===== src/rtl/mtl_timing_pkg.sv =====
// mtl_timing_pkg: timing constants for the MTL 800x480 panel plus the sync bundle type
// shared by the scan generator and its delay line.
package mtl_timing_pkg;

  localparam int X_W = 11;
  localparam int Y_W = 10;

  localparam logic [X_W-1:0] H_ACTIVE = 11'd800;
  localparam logic [X_W-1:0] H_FRONT  = 11'd210;
  localparam logic [X_W-1:0] H_SYNC   = 11'd30;
  localparam logic [X_W-1:0] H_BACK   = 11'd16;
  localparam logic [X_W-1:0] H_TOTAL  = H_ACTIVE + H_FRONT + H_SYNC + H_BACK;
  localparam logic [X_W-1:0] H_MAX    = H_TOTAL - 11'd1;
  localparam logic [X_W-1:0] HS_START = H_ACTIVE + H_FRONT;
  localparam logic [X_W-1:0] HS_END   = HS_START + H_SYNC - 11'd1;

  localparam logic [Y_W-1:0] V_ACTIVE = 10'd480;
  localparam logic [Y_W-1:0] V_FRONT  = 10'd22;
  localparam logic [Y_W-1:0] V_SYNC   = 10'd13;
  localparam logic [Y_W-1:0] V_BACK   = 10'd10;
  localparam logic [Y_W-1:0] V_TOTAL  = V_ACTIVE + V_FRONT + V_SYNC + V_BACK;
  localparam logic [Y_W-1:0] V_MAX    = V_TOTAL - 10'd1;
  localparam logic [Y_W-1:0] VS_START = V_ACTIVE + V_FRONT;
  localparam logic [Y_W-1:0] VS_END   = VS_START + V_SYNC - 10'd1;

  localparam int PIPE_DLY_DEF = 2;

  // Syncs are carried in their active-low panel form so idle is simply all-ones except de.
  typedef struct packed {
    logic hsN;
    logic vsN;
    logic de;
  } sync_bus_t;

  localparam sync_bus_t SYNC_IDLE = '{hsN: 1'b1, vsN: 1'b1, de: 1'b0};

endpackage


===== src/rtl/scan_delay_line.sv =====
// scan_delay_line: DEPTH-stage shift register with asynchronous reset to IDLE.
// DEPTH 0 degenerates to a plain wire from input to output.
module scan_delay_line #(
  parameter int               WIDTH = 1,
  parameter int               DEPTH = 1,
  parameter logic [WIDTH-1:0] IDLE  = '0
) (
  input  logic             i_clk,
  input  logic             i_reset,
  input  logic [WIDTH-1:0] i_data,
  output logic [WIDTH-1:0] o_data
);

  if (DEPTH == 0) begin : g_pass
    logic w_unused;
    assign w_unused = i_clk ^ i_reset;
    assign o_data   = i_data;
  end else begin : g_pipe
    logic [WIDTH-1:0] r_stage [DEPTH];

    // Shifts every cycle, independent of any scan enable, so idle values drain out naturally.
    always_ff @(posedge i_clk or posedge i_reset) begin
      if (i_reset) begin
        for (int i = 0; i < DEPTH; i++) r_stage[i] <= IDLE;
      end else begin
        r_stage[0] <= i_data;
        for (int i = 1; i < DEPTH; i++) r_stage[i] <= r_stage[i-1];
      end
    end

    assign o_data = r_stage[DEPTH-1];
  end

endmodule


===== src/rtl/mtl_scan_gen.sv =====
// mtl_scan_gen: raster scan counters and PIPE_DLY-aligned hsync/vsync/de for the MTL panel.
// Define MTL_SCAN_FRAME_CNT_EN to add the 16-bit o_frame_cnt output.
module mtl_scan_gen
  import mtl_timing_pkg::*;
#(
  parameter int PIPE_DLY = PIPE_DLY_DEF
) (
  input  logic           i_clk,
  input  logic           i_reset,
  input  logic           i_enable,
  output logic [X_W-1:0] o_x_cnt,
  output logic [Y_W-1:0] o_y_cnt,
  output logic           o_frame_start,
  output logic           o_hsync_n,
  output logic           o_vsync_n,
`ifdef MTL_SCAN_FRAME_CNT_EN
  output logic [15:0]    o_frame_cnt,
`endif
  output logic           o_de
);

  logic [X_W-1:0] r_xCnt;
  logic [Y_W-1:0] r_yCnt;
  logic           r_frameStart;
  logic           w_xWrap;
  logic           w_yWrap;
  logic           w_frameSet;
  sync_bus_t      w_raw;
  sync_bus_t      w_dly;

  assign w_xWrap    = (r_xCnt == H_MAX);
  assign w_yWrap    = (r_yCnt == V_MAX);
  assign w_frameSet = i_enable && w_xWrap && w_yWrap;

  // Parking at the last position makes the first enabled edge land on (0,0) with a frame pulse.
  always_ff @(posedge i_clk or posedge i_reset) begin
    if (i_reset) begin
      r_xCnt <= H_MAX;
      r_yCnt <= V_MAX;
    end else if (i_enable) begin
      if (w_xWrap) begin
        r_xCnt <= '0;
        r_yCnt <= w_yWrap ? '0 : r_yCnt + Y_W'(1);
      end else begin
        r_xCnt <= r_xCnt + X_W'(1);
      end
    end
  end

  always_ff @(posedge i_clk or posedge i_reset) begin
    if (i_reset) r_frameStart <= 1'b0;
    else         r_frameStart <= w_frameSet;
  end

  // Raw timing is forced idle while paused so the panel sees blanking during a hold.
  always_comb begin
    w_raw = SYNC_IDLE;
    if (i_enable) begin
      w_raw.de  = (r_xCnt < H_ACTIVE) && (r_yCnt < V_ACTIVE);
      w_raw.hsN = !((r_xCnt >= HS_START) && (r_xCnt <= HS_END));
      w_raw.vsN = !((r_yCnt >= VS_START) && (r_yCnt <= VS_END));
    end
  end

  scan_delay_line #(
    .WIDTH ($bits(sync_bus_t)),
    .DEPTH (PIPE_DLY),
    .IDLE  (SYNC_IDLE)
  ) u_delay (
    .i_clk   (i_clk),
    .i_reset (i_reset),
    .i_data  (w_raw),
    .o_data  (w_dly)
  );

`ifdef MTL_SCAN_FRAME_CNT_EN
  logic [15:0] r_frameCnt;

  always_ff @(posedge i_clk or posedge i_reset) begin
    if (i_reset)         r_frameCnt <= '0;
    else if (w_frameSet) r_frameCnt <= r_frameCnt + 16'd1;
  end

  assign o_frame_cnt = r_frameCnt;
`endif

  assign o_x_cnt       = r_xCnt;
  assign o_y_cnt       = r_yCnt;
  assign o_frame_start = r_frameStart;
  assign o_hsync_n     = w_dly.hsN;
  assign o_vsync_n     = w_dly.vsN;
  assign o_de          = w_dly.de;

endmodule


===== config.mk =====
export PLATFORM = sky130hd
export DESIGN_NAME = mtl_scan_gen
export DESIGN_NICKNAME = d
export VERILOG_FILES = /design/src/rtl/mtl_timing_pkg.sv /design/src/rtl/scan_delay_line.sv /design/src/rtl/mtl_scan_gen.sv
export SDC_FILE = /design/constraint.sdc
export NUM_CORES = 1
export LEC_CHECK = 0
export ABC_AREA = 1
export CORE_AREA = 3 3 71 73
export CTS_BUF_LIST = sky130_fd_sc_hd__clkbuf_2
export DETAILED_ROUTE_END_ITERATION = 8
export DIE_AREA = 0 0 74 76
export GPL_TIMING_DRIVEN = 1
export MAX_ROUTING_LAYER = met4
export PLACE_DENSITY = 0.62
export SYNTH_ARGS = -nofsm -noshare
export SYNTH_HDL_FRONTEND = slang
export SYNTH_SLANG_ARGS = --single-unit

===== constraint.sdc =====
create_clock -name i_clk -period 2.4 [get_ports i_clk]
set_input_delay 0.36 -clock i_clk [delete_from_list [all_inputs] [get_ports i_clk]]
set_output_delay 0.36 -clock i_clk [all_outputs]
set_load 0.1 [all_outputs]

==> tab_implementation.tex, run 1 <==
\begin{tabular}{lr}
\hline
Metric & Value \\
\hline
\multicolumn{2}{l}{\textbf{Critical path}} \\
Top delay family on crit path & flip-flops \\
Critical-path cell list & buf\_4 \\
Crit path buf inv count & 1 \\
Maximum fanout along the worst path & 8 \\
Startpoint type of the worst setup path & register \\
Worst endpoint required time & 2.04 ns \\
Reg-to-reg setup timing slack & 0.73 ns \\
Maximum cell stage delay along the critical path & 0.68 ns \\
Critical path data arrival time & 1.36 ns \\
Type of destination of the critical path & output port \\
Worst reg2reg startpoint & o\_x\_cnt[0] \\
Worst Reg-to-Reg Cells & 5 \\
CP max-delay cell & dfstp\_2 \\
Reg2Reg Capture Point & o\_y\_cnt[5] \\
Class of the most critical setup path & reg2out \\
\multicolumn{2}{l}{\textbf{Clock network}} \\
Max Buffers Root-to-Sink & 2 \\
Cells resized by post-CTS repair & 0 \\
Clock latency reported for the late side of the worst-skew pair & 0.36 ns \\
CTS Hold Bufs & 0 \\
Postcts setup bufs & 0 \\
Deepest level of the CTS H-tree & 1 \\
Count of clock tree sinks & 28 \\
Cell chosen for the clock root & clkbuf\_2 \\
Clock buffers created by TritonCTS & 3 \\
Clock-pin slew of the registers on the worst-case setup and hold paths & 0.26 ns \\
TritonCTS clock tree & done \\
\multicolumn{2}{l}{\textbf{Yosys}} \\
Post-synthesis area per instance & 7.68 um2 \\
Count of warnings emitted by yosys & 0 \\
Sequential fraction of the synthesis area & 46.7\% \\
Syn\_nets & 206 \\
XOR/XNOR share of the synthesized area & 4.56\% \\
Syn Inst Count & 200 \\
Area contributors post-synth & dfrtp\_1, dfstp\_2, nand2\_1 \\
Area fraction in compound gates after synthesis & 5.87\% \\
Post-synthesis cell type with the largest combined area & dfrtp\_1 \\
Post-Synthesis Cell Area & 1540 um2 \\
Synth Area in Adders & 2.44\% \\
Combinational family with the most area after synthesis & simple AND/OR/NAND/NOR gates \\
Post-Synth Simple-Gate Area & 30.1\% \\
Number of synthesized register bits & 28 \\
Unique cell type count in the Yosys netlist & 22 \\
Yosys top cell area share & 24.4\% \\
Mux cell area share after synthesis & 0\% \\
\multicolumn{2}{l}{\textbf{Pwr}} \\
Leakage power summed over all cells & 0.921 nW \\
IR drop worst, VDD & 0.663 mV \\
Share of total power in sequential cells & 38.6\% \\
Internal power contribution & 0.000803 W \\
Switch Pwr & 0.00102 W \\
Clock power share & 9.7\% \\
Power density relative to cell area & 999 nW/um2 \\
Switching part of the total power & 55.9\% \\
Share of power burned in combinational logic & 51.8\% \\
\multicolumn{2}{l}{\textbf{Min path}} \\
Hold Path Class & in2async \\
\multicolumn{2}{l}{\textbf{Floorplan}} \\
Height of the die & 76 um \\
Die outline width & 74 um \\
Cell row count & 24 \\
Total core area & 4410 um2 \\
Total Die Area & 5620 um2 \\
\# IOs & 28 \\
Initial standard-cell utilization of the core & 34.8\% \\
\multicolumn{2}{l}{\textbf{Cells and area}} \\
Number of nets in the final layout & 238 \\
Diode insertion count for antenna repair & 0 \\
Proportion of layout cells with a drive suffix above 1 & 20.8\% \\
Synth-to-Final Area Change & 18.7\% \\
\multicolumn{2}{l}{\textbf{Route}} \\
Detailed Route Iter0 Violations & 64 \\
Vias after detailed routing & 1,318 \\
Final WL & 3.27 mm \\
Number of remaining DRC errors & 0 \\
Number of detailed-routing iterations run before antenna repair & 4 \\
Post-detailed-route count of antenna-violating nets & 0 \\
Final routed wire length divided by cell count & 11.5 um \\
Via density & 4.66 \\
\multicolumn{2}{l}{\textbf{Timing}} \\
Max-slew violation count & 0 \\
Worst Hold Margin & 0.307 ns \\
Slew @ Worst Pin & 0.485 ns \\
Setup ws final & 0.675 ns \\
Highest Clock Rate & 580 MHz \\
Setup tns final & 0 ns \\
Final hold vios & 0 \\
Ratio of final minimum period to clock period & 71.9\% \\
Clock period minus final worst setup slack & 1.72 ns \\
Worst slew margin relative to its limit & 67.6\% \\
Unrepaired setup endpoints after global routing & false \\
Clk\_skew & 0.00686 ns \\
Number of endpoints failing setup at the final stage & 0 \\
\multicolumn{2}{l}{\textbf{Placed design}} \\
Post-placement setup slack & 0.392 ns \\
HPWL after detailed placement & 2.49 mm \\
Last weighted congestion value of the routability-driven placer & 0.873 \\
Buffers added on ports & 27 \\
\multicolumn{2}{l}{\textbf{GRT}} \\
Antenna violations before repair & 0 \\
Combined global-route utilization of all metal layers & 13.4\% \\
First-pass GRT wire length & 5.89 mm \\
Maximum number of pins on one net before global-route repair & 29 \\
Global route total overflow & 0 \\
Via count of the first global-routing pass & 1,285 \\
\multicolumn{2}{l}{\textbf{Outcome}} \\
Result of the run & complete, no violations \\
\multicolumn{2}{l}{\textbf{Job}} \\
Count of max-cap constraint violations & 0 \\
\hline
\end{tabular}
-- Yosys cell counts --
library cell,n
nor2b_1,1
o21ai_1,4
clkinv_8,1
nand3_1,13
xnor2_1,2
xor2_1,6
o21ai_0,8
a21oi_1,6
ha_1,3
dfrtp_1,15
nor4_1,1
nand2_2,1
dfstp_2,13
nand2_1,52
nor3_1,7
inv_1,34
nand4_1,4
nand3_2,1
inv_2,1
buf_6,1
nor2_1,24
nor2_4,2
-- cell usage in the layout, fill, tap and decap left out, drive strengths merged --
cell and count:
clkbuf 3, nor2b 1, nor2 26, xor2 6, o21ai 12, dfstp 13
clkinv 2, nand4 4, nand3 14, a21oi 6, nor3 7, clkdlybuf4s50 2
inv 35, dfrtp 15, buf 26, nand2 53, xnor2 2, ha 3
nor4 1
-- worst max path at each step --
stage,start,end,cells past startpoint
floorplan,o_y_cnt[0],o_y_cnt[6],6
global placement,i_enable,o_x_cnt[10],7
detailed placement,i_enable,o_x_cnt[10],7
CTS,o_x_cnt[4],o_x_cnt[4],1
global route,o_x_cnt[1],o_y_cnt[6],6
finish,o_x_cnt[4],o_x_cnt[4],1
-- sequential cells by signal, indices dropped and copies added, names as in the netlist --
signal                  flops
o_frame_start               1
o_x_cnt                    11
o_y_cnt                    10
u_delay.g_pipe.r_stage      3
u_delay.o_data              3
-- worst register-to-register path: stages (launching register included) --
cell	delay, ns
dfstp_2	0.64
ha_1	0.19
nand3_2	0.14
inv_1	0.10
nand4_1	0.27
o21ai_0	0.27
-- power groups by stage --
| stage | registers (W) | clock network, W | logic, W |
|---|---|---|---|
| after floorplan | 0.00125 | 0 | 0.000213 |
| after global placement | 0.000711 | 0 | 0.000947 |
| after detailed placement | 0.000707 | 0 | 0.000949 |
| after CTS | 0.000702 | 0.000193 | 0.000950 |
| after global routing | 0.000723 | 0.000211 | 0.00101 |
| final | 0.000702 | 0.000176 | 0.000942 |
-- layer usage --
layer  vias up  GRT usage, %  routed length, um
met5         -             -                  0
met4         0          4.35                 42
met3         4          1.32                 93
met2        20          20.5               1520
met1       609          18.4               1610
li1        685             -                  -
-- cell type report --
class                   instances  area (um2)
fillers                       456        2590
flip-flops and latches         28         717
multi-input cells             135         659
repair buffers                 28         215
inverters                      36         148
well taps                      52        65.1
clock buffers                   3        15.0
clock inverters                 1        3.75
-- cell families after synthesis --
logic type | after synthesis
AOI/OAI and AO/OA | 18
xor gates and xnor gates | 8
adders and majority gates | 3
buffers and inverters | 37
DFF | 28
and+or+nand+nor | 106
-- metrics by stage --
step	utilization, %	cells	power (W)	area, um2
finish	41.3	283	0.00182	1820
global route	41.3	283	0.00194	1820
CTS	41.3	283	0.00184	1820
detailed placement	40.9	279	0.00166	1800
global placement	40.9	279	0.00166	1800
floorplan	-	200	0.00146	1540
(Power assumes the default switching activity.)
==> run 2, diff against run 1 <==
--- a/config.mk
+++ b/config.mk
@@ -12,7 +12,7 @@
 export DIE_AREA = 0 0 74 76
 export GPL_TIMING_DRIVEN = 1
 export MAX_ROUTING_LAYER = met4
-export PLACE_DENSITY = 0.62
+export PLACE_DENSITY = 0.65
 export SYNTH_ARGS = -nofsm -noshare
 export SYNTH_HDL_FRONTEND = slang
 export SYNTH_SLANG_ARGS = --single-unit
==> constraint.sdc (replaced) <==
create_clock -name i_clk -period 1.5 [get_ports i_clk]
set_input_delay 0.225 -clock i_clk [delete_from_list [all_inputs] [get_ports i_clk]]
set_output_delay 0.225 -clock i_clk [all_outputs]
set_load 0.1 [all_outputs]
==> run 2 against run 1 <==
  * The run now ends with negative setup slack left
  * Clock skew increased by 0.0095 ns
  * Final cell count increased by 9.2%
  * Sequential power increased by 75%
  * Global-route usage increased by 1.0 points
  * Worst hold slack got worse by 0.14 ns
  * Wire length increased by 15%
  * Critical path type is now reg2reg
  * Largest power group unchanged
  * Highest routed layer unchanged
==> tab_implementation.tex, run 2 (synthesis gave the netlist of run 1 again) <==
\begin{tabular}{lr}
\hline
Metric & Value \\
\hline
\multicolumn{2}{l}{\textbf{Cells and area}} \\
Number of nets in the final layout & 264 (+11\%) \\
Commonest non-fill, non-tap cell in the layout & nand2\_1 \\
Proportion of layout cells with a drive suffix above 1 & 37.7\% (+17 points) \\
Most used cells in the layout excluding fill and tap cells & nand2\_1, inv\_1, buf\_12, buf\_4, nor2\_1 \\
Largest register FFs & 11 (unchanged) \\
Final Util & 55.5\% (+14 points) \\
Diode insertion count for antenna repair & 0 (unchanged) \\
Filler Cell Count & 392 (-14\%) \\
Synth-to-Final Area Change & 59.5\% \\
Area of the multi-input gates & 727 um2 (+10\%) \\
Storage element area & 752 um2 (+4.9\%) \\
\multicolumn{2}{l}{\textbf{Route}} \\
Number of detailed-routing iterations run before antenna repair & 4 (unchanged) \\
Via density & 4.67 (+0.27\%) \\
Detailed Route Iter0 Violations & 75 (+17\%) \\
Final WL & 3.77 mm (+15\%) \\
Vias after detailed routing & 1,443 (+9.5\%) \\
Final routed wire length divided by cell count & 12.2 um (+5.6\%) \\
Post-detailed-route count of antenna-violating nets & 0 (unchanged) \\
Number of remaining DRC errors & 0 (unchanged) \\
\multicolumn{2}{l}{\textbf{Min path}} \\
Hold Path Class & in2async \\
\multicolumn{2}{l}{\textbf{Timing}} \\
Max-slew violation count & 0 (unchanged) \\
Highest Clock Rate & 629 MHz \\
Slew @ Worst Pin & 0.364 ns (-0.121 ns) \\
Final hold vios & 0 (unchanged) \\
Worst slew margin relative to its limit & 75.7\% (+8.2 points) \\
Clock period minus final worst setup slack & 1.59 ns \\
Worst Hold Margin & 0.166 ns (-0.141 ns) \\
Clk\_skew & 0.0164 ns (+0.00952 ns) \\
Unrepaired setup endpoints after global routing & true \\
Setup ws final & -0.0907 ns (-0.766 ns) \\
Number of endpoints failing setup at the final stage & 18 (+18) \\
Ratio of final minimum period to clock period & 106\% \\
\multicolumn{2}{l}{\textbf{GRT}} \\
First-pass GRT wire length & 6.36 mm (+8.1\%) \\
Combined global-route utilization of all metal layers & 14.4\% (+1.0 points) \\
Antenna violations before repair & 0 (unchanged) \\
Global route total overflow & 0 (unchanged) \\
Maximum number of pins on one net before global-route repair & 29 (unchanged) \\
Via count of the first global-routing pass & 1,394 (+8.5\%) \\
\multicolumn{2}{l}{\textbf{Clock network}} \\
Clock latency reported for the late side of the worst-skew pair & 0.37 ns (about the same) \\
Deepest level of the CTS H-tree & 1 (unchanged) \\
TritonCTS clock tree & done \\
Clock buffers created by TritonCTS & 3 (unchanged) \\
Count of clock tree sinks & 28 (unchanged) \\
CTS Hold Bufs & 0 (unchanged) \\
Clock-pin slew of the registers on the worst-case setup and hold paths & 0.28 ns (+0.02 ns) \\
Max Buffers Root-to-Sink & 2 (unchanged) \\
Cell chosen for the clock root & clkbuf\_2 \\
\multicolumn{2}{l}{\textbf{Critical path}} \\
Maximum fanout along the worst path & 7 (-1) \\
Type of destination of the critical path & register \\
Startpoint type of the worst setup path & register \\
Worst endpoint required time & 1.83 ns (-0.21 ns) \\
Critical path data arrival time & 1.92 ns (+0.56 ns) \\
Class of the most critical setup path & reg2reg \\
Reg-to-reg setup timing slack & -0.09 ns (-0.82 ns) \\
\multicolumn{2}{l}{\textbf{Placed design}} \\
Last weighted congestion value of the routability-driven placer & 0.905 (+3.6\%) \\
HPWL after detailed placement & 2.76 mm (+11\%) \\
Post-placement setup slack & -0.0892 ns (-0.481 ns) \\
Buffers added on ports & 27 (unchanged) \\
\multicolumn{2}{l}{\textbf{Floorplan}} \\
Total core area & 4410 um2 (unchanged) \\
Total Die Area & 5620 um2 (unchanged) \\
Initial standard-cell utilization of the core & 34.8\% (unchanged) \\
Height of the die & 76 um (unchanged) \\
Cell row count & 24 (unchanged) \\
\# IOs & 28 (unchanged) \\
Die outline width & 74 um (unchanged) \\
\multicolumn{2}{l}{\textbf{Pwr}} \\
IR drop worst, VDD & 1.30 mV (+97\%) \\
Power density relative to cell area & 1450 nW/um2 (+45\%) \\
Leakage power summed over all cells & 1.18 nW (+28\%) \\
Total power & 0.00355 W (+95\%) \\
\multicolumn{2}{l}{\textbf{Job}} \\
Count of max-cap constraint violations & 0 (unchanged) \\
\multicolumn{2}{l}{\textbf{Outcome}} \\
Result of the run & finished with violations \\
Violated checks & negative setup slack \\
\hline
\end{tabular}
-- run 2: per-stage QoR --
step | area, um2 | setup TNS [ns] | instances
global route | 2450 | -2.85 | 309
CTS | 2370 | -1.25 | 303
finish | 2450 | -0.992 | 309
floorplan | 1590 | -2.56 | 200
global placement | 2290 | -0.0945 | 295
detailed placement | 2290 | -0.532 | 295
-- run 2: worst paths after layout --
path | start | end | depth (start not counted)
worst min-delay path | i_reset | o_frame_start | 3
worst max-delay path | o_x_cnt[1] | o_y_cnt[3] | 7
worst min register to register | u_delay.g_pipe.r_stage[5] | u_delay.o_data[2] | 0
min in group i_clk | u_delay.g_pipe.r_stage[5] | u_delay.o_data[2] | 0
worst max register to register | o_x_cnt[1] | o_y_cnt[3] | 7
max in group asynchronous | i_reset | o_x_cnt[4] | 3
-- run 2: power by group --
| part | switching, W | total [W] | leakage (nW) | internal (W) |
|---|---|---|---|---|
| sequential | 0.000256 | 0.00123 | 0.310 | 0.000973 |
| clock | 0.000232 | 0.000290 | 0.0140 | 0.0000579 |
| combinational | 0.00130 | 0.00203 | 0.855 | 0.000726 |
| total | 0.00179 | 0.00355 | 1.18 | 0.00176 |
-- run 2: layer usage --
metal | global-route usage, % | up-vias | wire, um
li1 | - | 731 | -
met1 | 20.2 | 660 | 1710
met2 | 21.5 | 47 | 1800
met3 | 1.58 | 5 | 198
met4 | 4.71 | 0 | 54
met5 | - | - | 0
-- run 2: area by class of cell --
class                      count  share of cell area, %
inverter                      36                   6.03
sequential                    28                   30.7
timing repair buffer          54                   30.1
multi-input combinational    135                   29.7
clock buffer                   3                  0.613
tap                           52                   2.66
clock inverter                 1                  0.153
-- run 2: repair_timing --
item | in CTS | in global routing
setup endpoints to repair | 22 | 27
pin swaps | 5 | 3
setup buffers | 4 | 6
hold endpoints to repair | 0 | 0
gates resized for setup | 7 | 15
-- run 2: critical path: stages (launching register included) --
cell and delay (ns):
dfstp_4 0.70, ha_4 0.14, nand3_4 0.11, nor2_4 0.12, inv_2 0.05, nor2_4 0.19, nand2_1 0.10, o21ai_1 0.14
